==> src/rtl/cpu_mem_pkg.sv <==
// Shared types for the CPU-to-dmem path: access codes, store-buffer entry,
// buffer FSM states and the byte-range overlap test.
package cpu_mem_pkg;

  typedef enum logic [2:0] {
    ACC_NONE,
    ACC_RB,
    ACC_RW,
    ACC_WB,
    ACC_WW
  } acc_t;

  typedef struct packed {
    logic [31:0] addr;
    logic [31:0] data;
    logic        is_word;
  } sb_entry_t;

  typedef enum logic [1:0] {
    IDLE,
    DRAIN,
    LOAD_WAIT,
    LOAD_DONE
  } sb_state_t;

  function automatic acc_t decode_acc(input logic wb, input logic ww,
                                      input logic rb, input logic rw);
    if (wb) return ACC_WB;
    if (ww) return ACC_WW;
    if (rb) return ACC_RB;
    if (rw) return ACC_RW;
    return ACC_NONE;
  endfunction

  // 33-bit range ends so an access near 0xFFFFFFFF never wraps to address 0.
  function automatic logic range_overlap(input logic [31:0] a_lo, input logic a_word,
                                         input logic [31:0] b_lo, input logic b_word);
    logic [32:0] a_hi;
    logic [32:0] b_hi;
    a_hi = {1'b0, a_lo} + (a_word ? 33'd3 : 33'd0);
    b_hi = {1'b0, b_lo} + (b_word ? 33'd3 : 33'd0);
    return ({1'b0, a_lo} <= b_hi) && ({1'b0, b_lo} <= a_hi);
  endfunction

endpackage

==> src/rtl/sb_fifo.sv <==
// Circular FIFO of store entries; exposes every slot's address, size and
// valid bit so the load overlap check can scan all entries in parallel.
module sb_fifo import cpu_mem_pkg::*; #(
  parameter int DEPTH = 4
) (
  input  logic                        clk,
  input  logic                        rst_n,
  input  logic                        push,
  input  logic                        pop,
  input  sb_entry_t                   wr_entry,
  output sb_entry_t                   head,
  output logic [DEPTH-1:0][31:0]      ent_addr,
  output logic [DEPTH-1:0]            ent_word,
  output logic [DEPTH-1:0]            valid,
  output logic [$clog2(DEPTH):0]      count
);

  localparam int AW = $clog2(DEPTH);
  localparam logic [AW:0] FULL = (AW+1)'(DEPTH);

  sb_entry_t [DEPTH-1:0] slots;
  logic [AW-1:0] rd_ptr;
  logic [AW-1:0] wr_ptr;
  logic do_push;
  logic do_pop;

  assign do_pop  = pop && (count != '0);
  assign do_push = push && (count != FULL);
  assign head    = slots[rd_ptr];

  always_ff @(posedge clk) begin
    if (do_push) slots[wr_ptr] <= wr_entry;
  end

  always_ff @(posedge clk) begin
    if (!rst_n) begin
      rd_ptr <= '0;
      wr_ptr <= '0;
      count  <= '0;
    end else begin
      if (do_push) wr_ptr <= wr_ptr + 1'b1;
      if (do_pop)  rd_ptr <= rd_ptr + 1'b1;
      count <= count + (AW+1)'(do_push) - (AW+1)'(do_pop);
    end
  end

  // A slot is live when its distance from the head is below the fill count.
  always_comb begin
    valid    = '0;
    ent_addr = '0;
    ent_word = '0;
    for (int i = 0; i < DEPTH; i++) begin
      valid[i]    = {1'b0, AW'(i) - rd_ptr} < count;
      ent_addr[i] = slots[i].addr;
      ent_word[i] = slots[i].is_word;
    end
  end

endmodule

==> src/rtl/store_buffer.sv <==
// Posted-write buffer between the CPU datapath and dmem: stores are queued and
// drained in idle cycles, loads bypass pending stores unless they overlap one.
//
// state     | meaning
// IDLE      | accept stores, drain when the CPU is not storing, decode loads
// DRAIN     | overlapping load held; drain until empty, then issue the read
// LOAD_WAIT | read command on the mem port, counting down the read latency
// LOAD_DONE | load data registered; stall released for one cycle
module store_buffer import cpu_mem_pkg::*; #(
  parameter int DEPTH      = 4,
  parameter int MEM_RD_LAT = 1
) (
  input  logic                   clk,
  input  logic                   rst_n,
  input  logic [31:0]            cpu_address,
  input  logic [31:0]            cpu_WriteData,
  input  logic                   cpu_MemWriteB,
  input  logic                   cpu_MemWriteW,
  input  logic                   cpu_MemReadB,
  input  logic                   cpu_MemReadW,
  output logic [31:0]            cpu_ReadData,
  output logic                   cpu_stall,
  output logic [31:0]            mem_address,
  output logic [31:0]            mem_WriteData,
  output logic                   mem_MemWriteB,
  output logic                   mem_MemWriteW,
  output logic                   mem_MemReadB,
  output logic                   mem_MemReadW,
  input  logic [31:0]            mem_ReadData,
  output logic [$clog2(DEPTH):0] sb_count,
  output logic                   sb_empty
);

  localparam int CW = $clog2(DEPTH) + 1;
  localparam logic [CW-1:0] FULL = CW'(DEPTH);
  localparam logic [2:0]    LAT  = 3'(MEM_RD_LAT);

  acc_t                  acc;
  sb_state_t             state;
  sb_entry_t             new_entry;
  sb_entry_t             head;
  logic [DEPTH-1:0][31:0] ent_addr;
  logic [DEPTH-1:0]      ent_word;
  logic [DEPTH-1:0]      valid;
  logic                  is_store;
  logic                  is_load;
  logic                  load_word;
  logic                  full;
  logic                  hit;
  logic                  push;
  logic                  pop;
  logic                  start_read;
  logic [2:0]            wait_cnt;

  assign acc       = decode_acc(cpu_MemWriteB, cpu_MemWriteW, cpu_MemReadB, cpu_MemReadW);
  assign is_store  = (acc == ACC_WB) || (acc == ACC_WW);
  assign is_load   = (acc == ACC_RB) || (acc == ACC_RW);
  assign load_word = (acc == ACC_RW);
  assign full      = (sb_count == FULL);
  assign sb_empty  = (sb_count == '0);
  assign new_entry = '{addr: cpu_address, data: cpu_WriteData, is_word: (acc == ACC_WW)};

  always_comb begin
    hit = 1'b0;
    for (int i = 0; i < DEPTH; i++)
      if (valid[i] && range_overlap(ent_addr[i], ent_word[i], cpu_address, load_word))
        hit = 1'b1;
  end

  always_comb begin
    case (state)
      IDLE:      cpu_stall = is_load || (is_store && full);
      LOAD_DONE: cpu_stall = 1'b0;
      default:   cpu_stall = 1'b1;
    endcase
  end

  // Drain only in cycles where the CPU is not depositing a store, so a burst
  // of stores fills the buffer and a stalled store waits for exactly one drain.
  assign push       = (state == IDLE) && is_store && !full;
  assign start_read = ((state == IDLE) && is_load && !hit) || ((state == DRAIN) && sb_empty);
  assign pop        = ((state == IDLE) || (state == DRAIN)) && !start_read && !push && !sb_empty;

  sb_fifo #(.DEPTH(DEPTH)) u_fifo (
    .clk      (clk),
    .rst_n    (rst_n),
    .push     (push),
    .pop      (pop),
    .wr_entry (new_entry),
    .head     (head),
    .ent_addr (ent_addr),
    .ent_word (ent_word),
    .valid    (valid),
    .count    (sb_count)
  );

  always_ff @(posedge clk) begin
    if (!rst_n) begin
      state         <= IDLE;
      wait_cnt      <= '0;
      cpu_ReadData  <= '0;
      mem_address   <= '0;
      mem_WriteData <= '0;
      mem_MemWriteB <= 1'b0;
      mem_MemWriteW <= 1'b0;
      mem_MemReadB  <= 1'b0;
      mem_MemReadW  <= 1'b0;
    end else begin
      mem_MemWriteB <= 1'b0;
      mem_MemWriteW <= 1'b0;
      if (pop) begin
        mem_address   <= head.addr;
        mem_WriteData <= head.is_word ? head.data : {24'h0, head.data[7:0]};
        mem_MemWriteB <= !head.is_word;
        mem_MemWriteW <= head.is_word;
      end
      if (start_read) begin
        mem_address   <= cpu_address;
        mem_WriteData <= '0;
        mem_MemReadB  <= !load_word;
        mem_MemReadW  <= load_word;
        wait_cnt      <= LAT;
        state         <= LOAD_WAIT;
      end else begin
        case (state)
          IDLE:
            if (is_load) state <= DRAIN;
          LOAD_WAIT: begin
            wait_cnt <= wait_cnt - 3'd1;
            if (wait_cnt == 3'd1) begin
              cpu_ReadData <= mem_ReadData;
              mem_MemReadB <= 1'b0;
              mem_MemReadW <= 1'b0;
              state        <= LOAD_DONE;
            end
          end
          LOAD_DONE:
            state <= IDLE;
          default: ;
        endcase
      end
    end
  end

endmodule

==> config.mk <==
export PLATFORM = sky130hd
export DESIGN_NAME = store_buffer
export DESIGN_NICKNAME = d
export VERILOG_FILES = /design/src/rtl/cpu_mem_pkg.sv /design/src/rtl/sb_fifo.sv /design/src/rtl/store_buffer.sv
export SDC_FILE = /design/constraint.sdc
export NUM_CORES = 1
export LEC_CHECK = 0
export CAP_MARGIN = 25
export CORE_MARGIN = 4
export CORE_UTILIZATION = 25
export DETAILED_ROUTE_END_ITERATION = 12
export DONT_BUFFER_PORTS = 1
export GPL_TIMING_DRIVEN = 0
export SYNTH_ARGS = -nofsm -noshare
export SYNTH_HDL_FRONTEND = slang
export SYNTH_SLANG_ARGS = --single-unit
==> constraint.sdc <==
create_clock -name clk -period 6.1 [get_ports clk]
set_input_delay 0.61 -clock clk [delete_from_list [all_inputs] [get_ports clk]]
set_output_delay 0.61 -clock clk [all_outputs]
set_load 0.005 [all_outputs]
Yosys cells after proc, flatten, opt, wreduce, memory -nomap -nowiden
Index checks and enable logic that the tools add are counted.
{ "totals": {"ff_bits": 372, "latchBits": 0, "mem_bits_rw": 0, "mem_bits_ro": 0, "input_bits": 102, "output_inout_bits": 105, "elab_cells": 163, "n_memories": 0} }
{ "op_classes": {"add_sub_neg": 14, "multipliers": 0, "div": 0, "order_cmp": 15, "n_eq_ne": 14, "shift": 0, "n_mux": 46, "bitwise_logic": 2, "reduce_logical": 46} }
{ "op_table": {"columns": ["op", "n"], "rows": [
  ["<= comparator 32 x 33 -> 1 bit", 8],
  ["bitwise mux 260 bit", 1],
  ["adder 32 x 2 -> 33 bit", 5],
  ["binary-select mux 65 bit (select 2 bit)", 1],
  ["demux 65 bit (select 2 bit)", 1],
  ["two-way mux 65 bit", 2],
  ["two-way mux 32 bit", 3],
  ["two-way mux 3 bit", 8],
  ["logical AND 1 bit", 20],
  ["two-way mux 1 bit", 20],
  ["two-way mux 2 bit", 8],
  ["< comparator 2 x 3 -> 1 bit", 4],
  ["inequality test 3 bit (second input constant)", 3],
  ["AND reduction 3 bit", 3],
  ["logical NOT 1 bit", 7],
  ["equality test 3 x 1 -> 1 bit (second input constant)", 2],
  ["equality test 3 x 2 -> 1 bit (second input constant)", 2],
  ["equality test 3 bit (second input constant)", 2],
  ["< comparator 2 x 3 -> 1 bit (second input constant)", 2],
  ["case mux 2 bit (3 select lines)", 1],
  ["nonzero test 2 bit", 3],
  ["nonzero test 3 bit", 2],
  ["logical OR 1 bit", 5],
  ["adder 2 x 1 -> 2 bit (second input constant)", 2],
  ["16 further kinds", 22]
]} }

Depth between registers and ports, before layout
{ "depth": {"ltp_word": 30, "mapped_depth": 30, "mapped_depth_nobuf": 29} }

Modules after synthesis
Synthesis repeated with hierarchy kept, for this count alone.
{ "unflattened": {"cells_unflattened": 2153, "hier_area_um2": 24274.5} }
{ "by_module_without_submodules": {"columns": ["mod", "instances", "cells_each", "area_each_um2", "seq_area_each_um2"], "rows": [
  ["store_buffer", 1, 1620, 13271.5, 2102.0],
  ["sb_fifo", 1, 533, 11003.1, 7947.6]
]} }

Worst setup path before layout
Ideal clock, no wire load.
{ "synth_path": {"kind": "input -> register", "startpoint": "input cpu_MemWriteW", "endpoint": "register u_fifo.count[2]", "setup_time_ns": 0.115, "arrival_time_ns": 6.234, "required_ns": 5.985, "slack_ns": -0.249, "path_stages": 28, "n_path_buf": 1, "path_cell_list": "nor2_1 > nand3b_1 > inv_1 > ha_1 > inv_1 > fa_1 > nand4b_1 > nor4_1 > nand3_1 > xor2_1 > ha_1 > a21o_1 > a2111oi_0 > nor3_1 > a2111oi_0 > o2111ai_1 > a41o_1 > a41oi_2 > buf_6 > and2_1 > ha_1 > inv_1 > ha_1 > inv_1 > fa_1 > xnor2_1 > xnor2_1 > and2_1"} }
{ "synth_via": {"elab_chain_cells": 26, "word_cells_on_any_way": 48, "cone_classes": "add/sub: 3; order compare: 4; eq/ne: 4; mux: 14; reduce/logical: 23"} }
{ "synth_lines": {"columns": ["item", "line_no", "text"], "rows": [
  ["start, declared", "store_buffer.sv:18", "input logic cpu_MemWriteW,"],
  ["two-way mux 3 bit", "cpu_mem_pkg.sv:29", "if (ww) return ACC_WW;"],
  ["two-way mux 3 bit", "cpu_mem_pkg.sv:30", "if (rb) return ACC_RB;"],
  ["two-way mux 3 bit", "cpu_mem_pkg.sv:31", "if (rw) return ACC_RW;"],
  ["two-way mux 3 bit", "cpu_mem_pkg.sv:32", "return ACC_NONE;"],
  ["two-way mux 3 bit", "cpu_mem_pkg.sv:31", null],
  ["two-way mux 3 bit (*)", "cpu_mem_pkg.sv:30", null],
  ["two-way mux 3 bit (*)", "cpu_mem_pkg.sv:29", null],
  ["equality test 3 x 2 -> 1 bit", "store_buffer.sv:57, store_buffer.sv:58", null],
  ["[10 not listed]", null, null],
  ["logical AND 1 bit", "store_buffer.sv:81", "assign start_read = ((state == IDLE) && is_load && !hit) || ((state == DRAIN) && sb_empty);"],
  ["logical OR 1 bit", "store_buffer.sv:81", null],
  ["logical NOT 1 bit", "store_buffer.sv:82", "assign pop = ((state == IDLE) || (state == DRAIN)) && !start_read && !push && !sb_empty;"],
  ["logical AND 1 bit", "store_buffer.sv:82", null],
  ["logical AND 1 bit (*) (2 in a row)", "store_buffer.sv:82", null],
  ["net pop", "store_buffer.sv:51", "logic pop;"],
  ["logical AND 1 bit (*)", "sb_fifo.sv:27", "assign do_pop = pop && (count != '0);"],
  ["subtractor 3 x 1 -> 3 bit (*)", "sb_fifo.sv:43", "count <= count + (AW+1)'(do_push) - (AW+1)'(do_pop);"],
  ["end signal, assigned", "sb_fifo.sv:43", null],
  ["end, declared", "sb_fifo.sv:15", "output logic [$clog2(DEPTH):0] count"]
]} }
Mark *: on every way through the listed nets, which the timed path passes. The rest lies on a longest branch. The select of a mux whose other input is x is not followed.
A chain may end at the register's enable or synchronous reset.

Worst setup path in the final report
{ "layout_path": {"startpoint": "register u_fifo.slots, in the netlist u_fifo.ent_addr[1]", "endpoint": "register u_fifo.count[2]"} }
{ "layout_via": {"elab_chain_cells": 17, "word_cells_on_any_way": 18, "cone_classes": "add/sub: 2; order compare: 2; mux: 4; reduce/logical: 10"} }
{ "layout_lines": {"columns": ["item", "line_no", "text"], "rows": [
  ["start, declared", "sb_fifo.sv:21", "sb_entry_t [DEPTH-1:0] slots;"],
  ["start signal, assigned by index", "sb_fifo.sv:32", "if (do_push) slots[wr_ptr] <= wr_entry;"],
  ["adder 32 x 2 -> 33 bit", "cpu_mem_pkg.sv:40", "a_hi = {1'b0, a_lo} + (a_word ? 33'd3 : 33'd0);"],
  ["<= comparator 32 x 33 -> 1 bit", "cpu_mem_pkg.sv:42", "return ({1'b0, a_lo} <= b_hi) && ({1'b0, b_lo} <= a_hi);"],
  ["logical AND 1 bit (*)", "cpu_mem_pkg.sv:42", null],
  ["logical AND 1 bit (*)", "store_buffer.sv:66", "if (valid[i] && range_overlap(ent_addr[i], ent_word[i], cpu_address, load_word))"],
  ["two-way mux 1 bit (*) (4 in a row)", "store_buffer.sv:66", null],
  ["logical NOT 1 bit (*)", "store_buffer.sv:81", null],
  ["logical AND 1 bit (*)", "store_buffer.sv:81", null],
  ["logical OR 1 bit (*)", "store_buffer.sv:81", null],
  ["logical NOT 1 bit (*)", "store_buffer.sv:82", null],
  ["logical AND 1 bit (*) (3 in a row)", "store_buffer.sv:82", null],
  ["net pop", "store_buffer.sv:51", null],
  ["logical AND 1 bit (*)", "sb_fifo.sv:27", null],
  ["subtractor 3 x 1 -> 3 bit (*)", "sb_fifo.sv:43", null]
]} }
Mark *: on every way through the listed nets, which the timed path passes. The rest lies on a longest branch.

==> run_results.csv <==
group,metric,value,unit
timing,slew_headroom,30.9,%
detailed_routing,drt_wl_total,73.7,mm
synthesis,ys_ff_latch,372,
placed_design,dpl.cell_count,3203,
detailed_routing,route.detailed.drc,0,
floorplan,io_pins,207,
clock_network,cts.sinks,372,
clock_network,htreeDepth,2,
clock_network,clk_pin_slew,0.07,ns
grt,antenna_found_initial,1,
grt,track_usage,14.9,%
timing,min_period_over_period,98.0,%
floorplan,design.die.area,0.0956,mm2
floorplan,die_w,309,um
pwr,pwr_density_cell,366,mW/mm2
synthesis,synth.distinct_cells,69,
clock_network,clk_path_buf_depth,3,
worst_setup_path,rr_worst_depth,26,
synthesis,netlist_area,0.0227,mm2
timing,hold_viol_final,0,
worst_setup_path,regToRegSetupSlack,0.12,ns
detailed_routing,drt_pass1_iterations,7,
final_layout,layout.nets,2495,
floorplan,start_util,25.2,%
timing,hold_ws,0.105,ns
clock_network,cts_tree,"done",
final_layout,final_cells,3312,
pwr,clkPwrFrac,26.8,%
timing,tns,0,ns
pwr,p_comb_share,33.9,%
worst_setup_path,cp_max_fo,4,
timing,tightest_slew,1.04,ns
min_path,hold_path_end,"u_fifo.ent_addr[113]$_DFFE_PP_",
synthesis,seq_area_frac_synth,44.3,%
timing,drv_slew,0,
final_layout,synthToLayoutAreaGrowth,17.8,%
grt,grt_pass1_wl,107,mm
detailed_routing,via_per_inst,5.09,
synthesis,syn_area_per_cell,11.2,um2
placed_design,gp_congestion,0.903,
synthesis,netlist_instances,2019,
worst_setup_path,rr_startpoint,"u_fifo.ent_addr[1]$_DFFE_PP_",
pwr,seqPwrFrac,39.3,%
detailed_routing,dr_total_vias,16800,
synthesis,synth_edf_count,260,
pwr,power.leakage,0.00951,uW
floorplan,core,0.0900,mm2
pwr,total_power,9790,uW
clock_network,clock_latency,0.60,ns
worst_setup_path,startpoint_type,"flip-flop",
final_layout,antenna_cells,0,
timing,clock_skew,0.0388,ns
timing,period_needed,5.98,ns
worst_setup_path,worstReg2RegEnd,"u_fifo.count[2]$_SDFF_PN0_",
min_path,hold_class,"in -> reg",
final_layout,fillCellCount,9193,
floorplan,fp-row-count,110,
timing,final-setup-viol-count,0,
grt,overflow,0,
pwr,p_sw_share,37.0,%
worst_setup_path,critPathArrivalTime,6.46,ns
outcome,status,"completed",
timing,rsz0062_at_grt,"yes",
synthesis,synth_ff_type,"edfxtp_1",
clock_network,cts_buffers,41,
synthesis,syn_nets,2410,
clock_network,clockRootBuffer,"clkbuf_16",
worst_setup_path,worstSetupPathType,"reg -> reg",
worst_setup_path,required,6.58,ns
worst_setup_path,cp-end-kind,"flip-flop",
detailed_routing,ant_nets,0,
min_path,min_path_cells,0,
pwr,p_int,6170,uW
grt,first_global_vias,16400,
pwr,ir_drop,0.000288,V
min_path,worstHoldStart,"cpu_address[17]",
synthesis,async_reset_ff_share,0,%
timing,max_freq,167,MHz
detailed_routing,wl_per_cell,22.3,um
placed_design,hpwl,54.6,mm
placed_design,io_buffers,0,
detailed_routing,drt_iter0_markers,1410,
floorplan,die_h,309,um
grt,grt_max_degree,46,
flow_run,cap_violations,0,
pwr,p_sw,3620,uW
synthesis,ys.warnings.count,0,
final_layout,drive_gt1_share,14.0,%
[routing by layer]
layer	share of wire [%]	global-route usage [%]	up-vias
met5	0.012	0	-
met4	3.3	4.62	2
met3	7.8	3.35	118
met2	50	26.0	516
met1	39	18.3	8397
li1	-	-	7811
[power groups by stage]
stage               Clock (uW)  Combinational (uW)  Sequential (uW)
floorplan                    0                2180             3680
global placement             0                3020             3960
detailed placement           0                3140             3900
CTS                       2680                3270             3850
global route              2780                3680             3900
finish                    2620                3320             3850
[worst max-delay path, stage by stage, from the launching register on]
cell       delay, ns
edfxtp_1        0.46
ha_1            0.32
a21oi_1         0.15
or3b_4          0.49
nor2_4          0.21
nand2_1         0.11
nor2_2          0.18
and4_1          0.25
nand3_1         0.10
xor2_1          0.16
ha_1            0.28
nand4_1         0.20
nor4_4          0.55
o311ai_4        0.23
o2111ai_1       0.19
a21oi_1         0.09
o22ai_2         0.28
a41oi_4         0.18
and2_4          0.21
ha_4            0.20
inv_2           0.06
ha_4            0.12
inv_2           0.04
fa_2            0.34
xnor2_2         0.14
xnor2_1         0.14
and2_1          0.17
[final cells by class]
cell class | instances | area [um2] | area share [%]
sequential | 372 | 10000 | 37.6
clock inverter | 26 | 324 | 1.21
clock buffer | 49 | 1110 | 4.14
multi-input combinational | 1534 | 12800 | 48.0
tap | 1176 | 1470 | 5.51
inverter | 50 | 188 | 0.702
buffer | 59 | 287 | 1.07
timing repair buffer | 46 | 482 | 1.80
[synthesized netlist by cell type (24+ instances only)]
cell      number  area [um2]
mux2i_1       34         340
nor3_1        24         120
xor2_1        94         823
a21oi_1      100         500
nand2_1      258         968
inv_1         49         184
xnor2_1       62         543
and3_1        30         188
mux4_2        65        1460
dfxtp_1      112        2240
clkbuf_1      45         169
nand4_1       70         438
ha_1         283        3540
nand3_1       89         445
edfxtp_1     260        7810
a22oi_1       24         180
nor2_1       137         514
o21ai_0       36         180
a21o_1        33         248
[registers in the layout, indices dropped and copies added (netlist names), 3 cells and up]
signal and count:
cpu_ReadData 32, mem_WriteData 32, mem_address 32, u_fifo.count 3
u_fifo.ent_addr 128, u_fifo.ent_word 4, u_fifo.slots 128, wait_cnt 3
[metrics by stage]
step           cell area [um2]  worst slack (ns)  util, %
5_1_grt                  26700          -0.00741     29.7
6_report                 26700             0.120     29.7
3_3_place_gp             24200             -3.41     26.9
4_1_cts                  26300           -0.0480     29.2
2_1_floorplan            22700            0.0143        -
3_5_place_dp             24400             -3.38     27.1
[repair_timing]
item / CTS / global route
hold buffers: 0 / 0
pin swaps: 27 / 47
setup endpoints to repair: 110 / 2
cloned: 0 / 0
gates resized for setup: 72 / 47
buffers inserted: 21 / 14
[cell families (layout without fill, tap and decap cells)]
kind of cell / after synthesis / after routing / synth area share, %
XOR/XNOR: 156 / 156 / 6.02
AO/OA/AOI/OAI: 298 / 298 / 8.99
buffers and inverters: 113 / 230 / 2.19
multiplexers: 99 / 99 / 7.95
adder cells (fa/ha/maj): 289 / 289 / 16.1
flip-flops: 372 / 372 / 44.3
AND/OR/NAND/NOR: 692 / 692 / 14.4
[how the worst max path moves through the flow]
| stage | start | endpoint | slack [ns] | depth (start not counted) |
|---|---|---|---|---|
| after global routing | cpu_MemWriteW | u_fifo.count[2]$_SDFF_PN0_ | -0.007 | 32 |
| final | u_fifo.ent_addr[1]$_DFFE_PP_ | u_fifo.count[2]$_SDFF_PN0_ | 0.12 | 26 |
| after floorplan | cpu_MemWriteW | u_fifo.count[2]$_SDFF_PN0_ | 0.01 | 30 |
| after detailed placement | cpu_MemWriteW | u_fifo.count[2]$_SDFF_PN0_ | -3.38 | 29 |
| after global placement | cpu_MemWriteW | u_fifo.count[2]$_SDFF_PN0_ | -3.41 | 29 |
| after CTS | cpu_MemWriteB | u_fifo.count[2]$_SDFF_PN0_ | -0.05 | 32 |
[layout by cell type, fill, tap and decap left out, types with 45 or more instances in the layout]
| cell type | count |
|---|---|
| edfxtp_1 | 260 |
| nand2_1 | 253 |
| mux4_2 | 65 |
| xor2_1 | 84 |
| nor2_1 | 128 |
| ha_1 | 275 |
| inv_1 | 45 |
| clkbuf_1 | 46 |
| a21oi_1 | 99 |
| nand3_1 | 85 |
| xnor2_1 | 61 |
| nand4_1 | 70 |
| dfxtp_1 | 112 |
No activity file was read; power rests on OpenSTA's default activity.
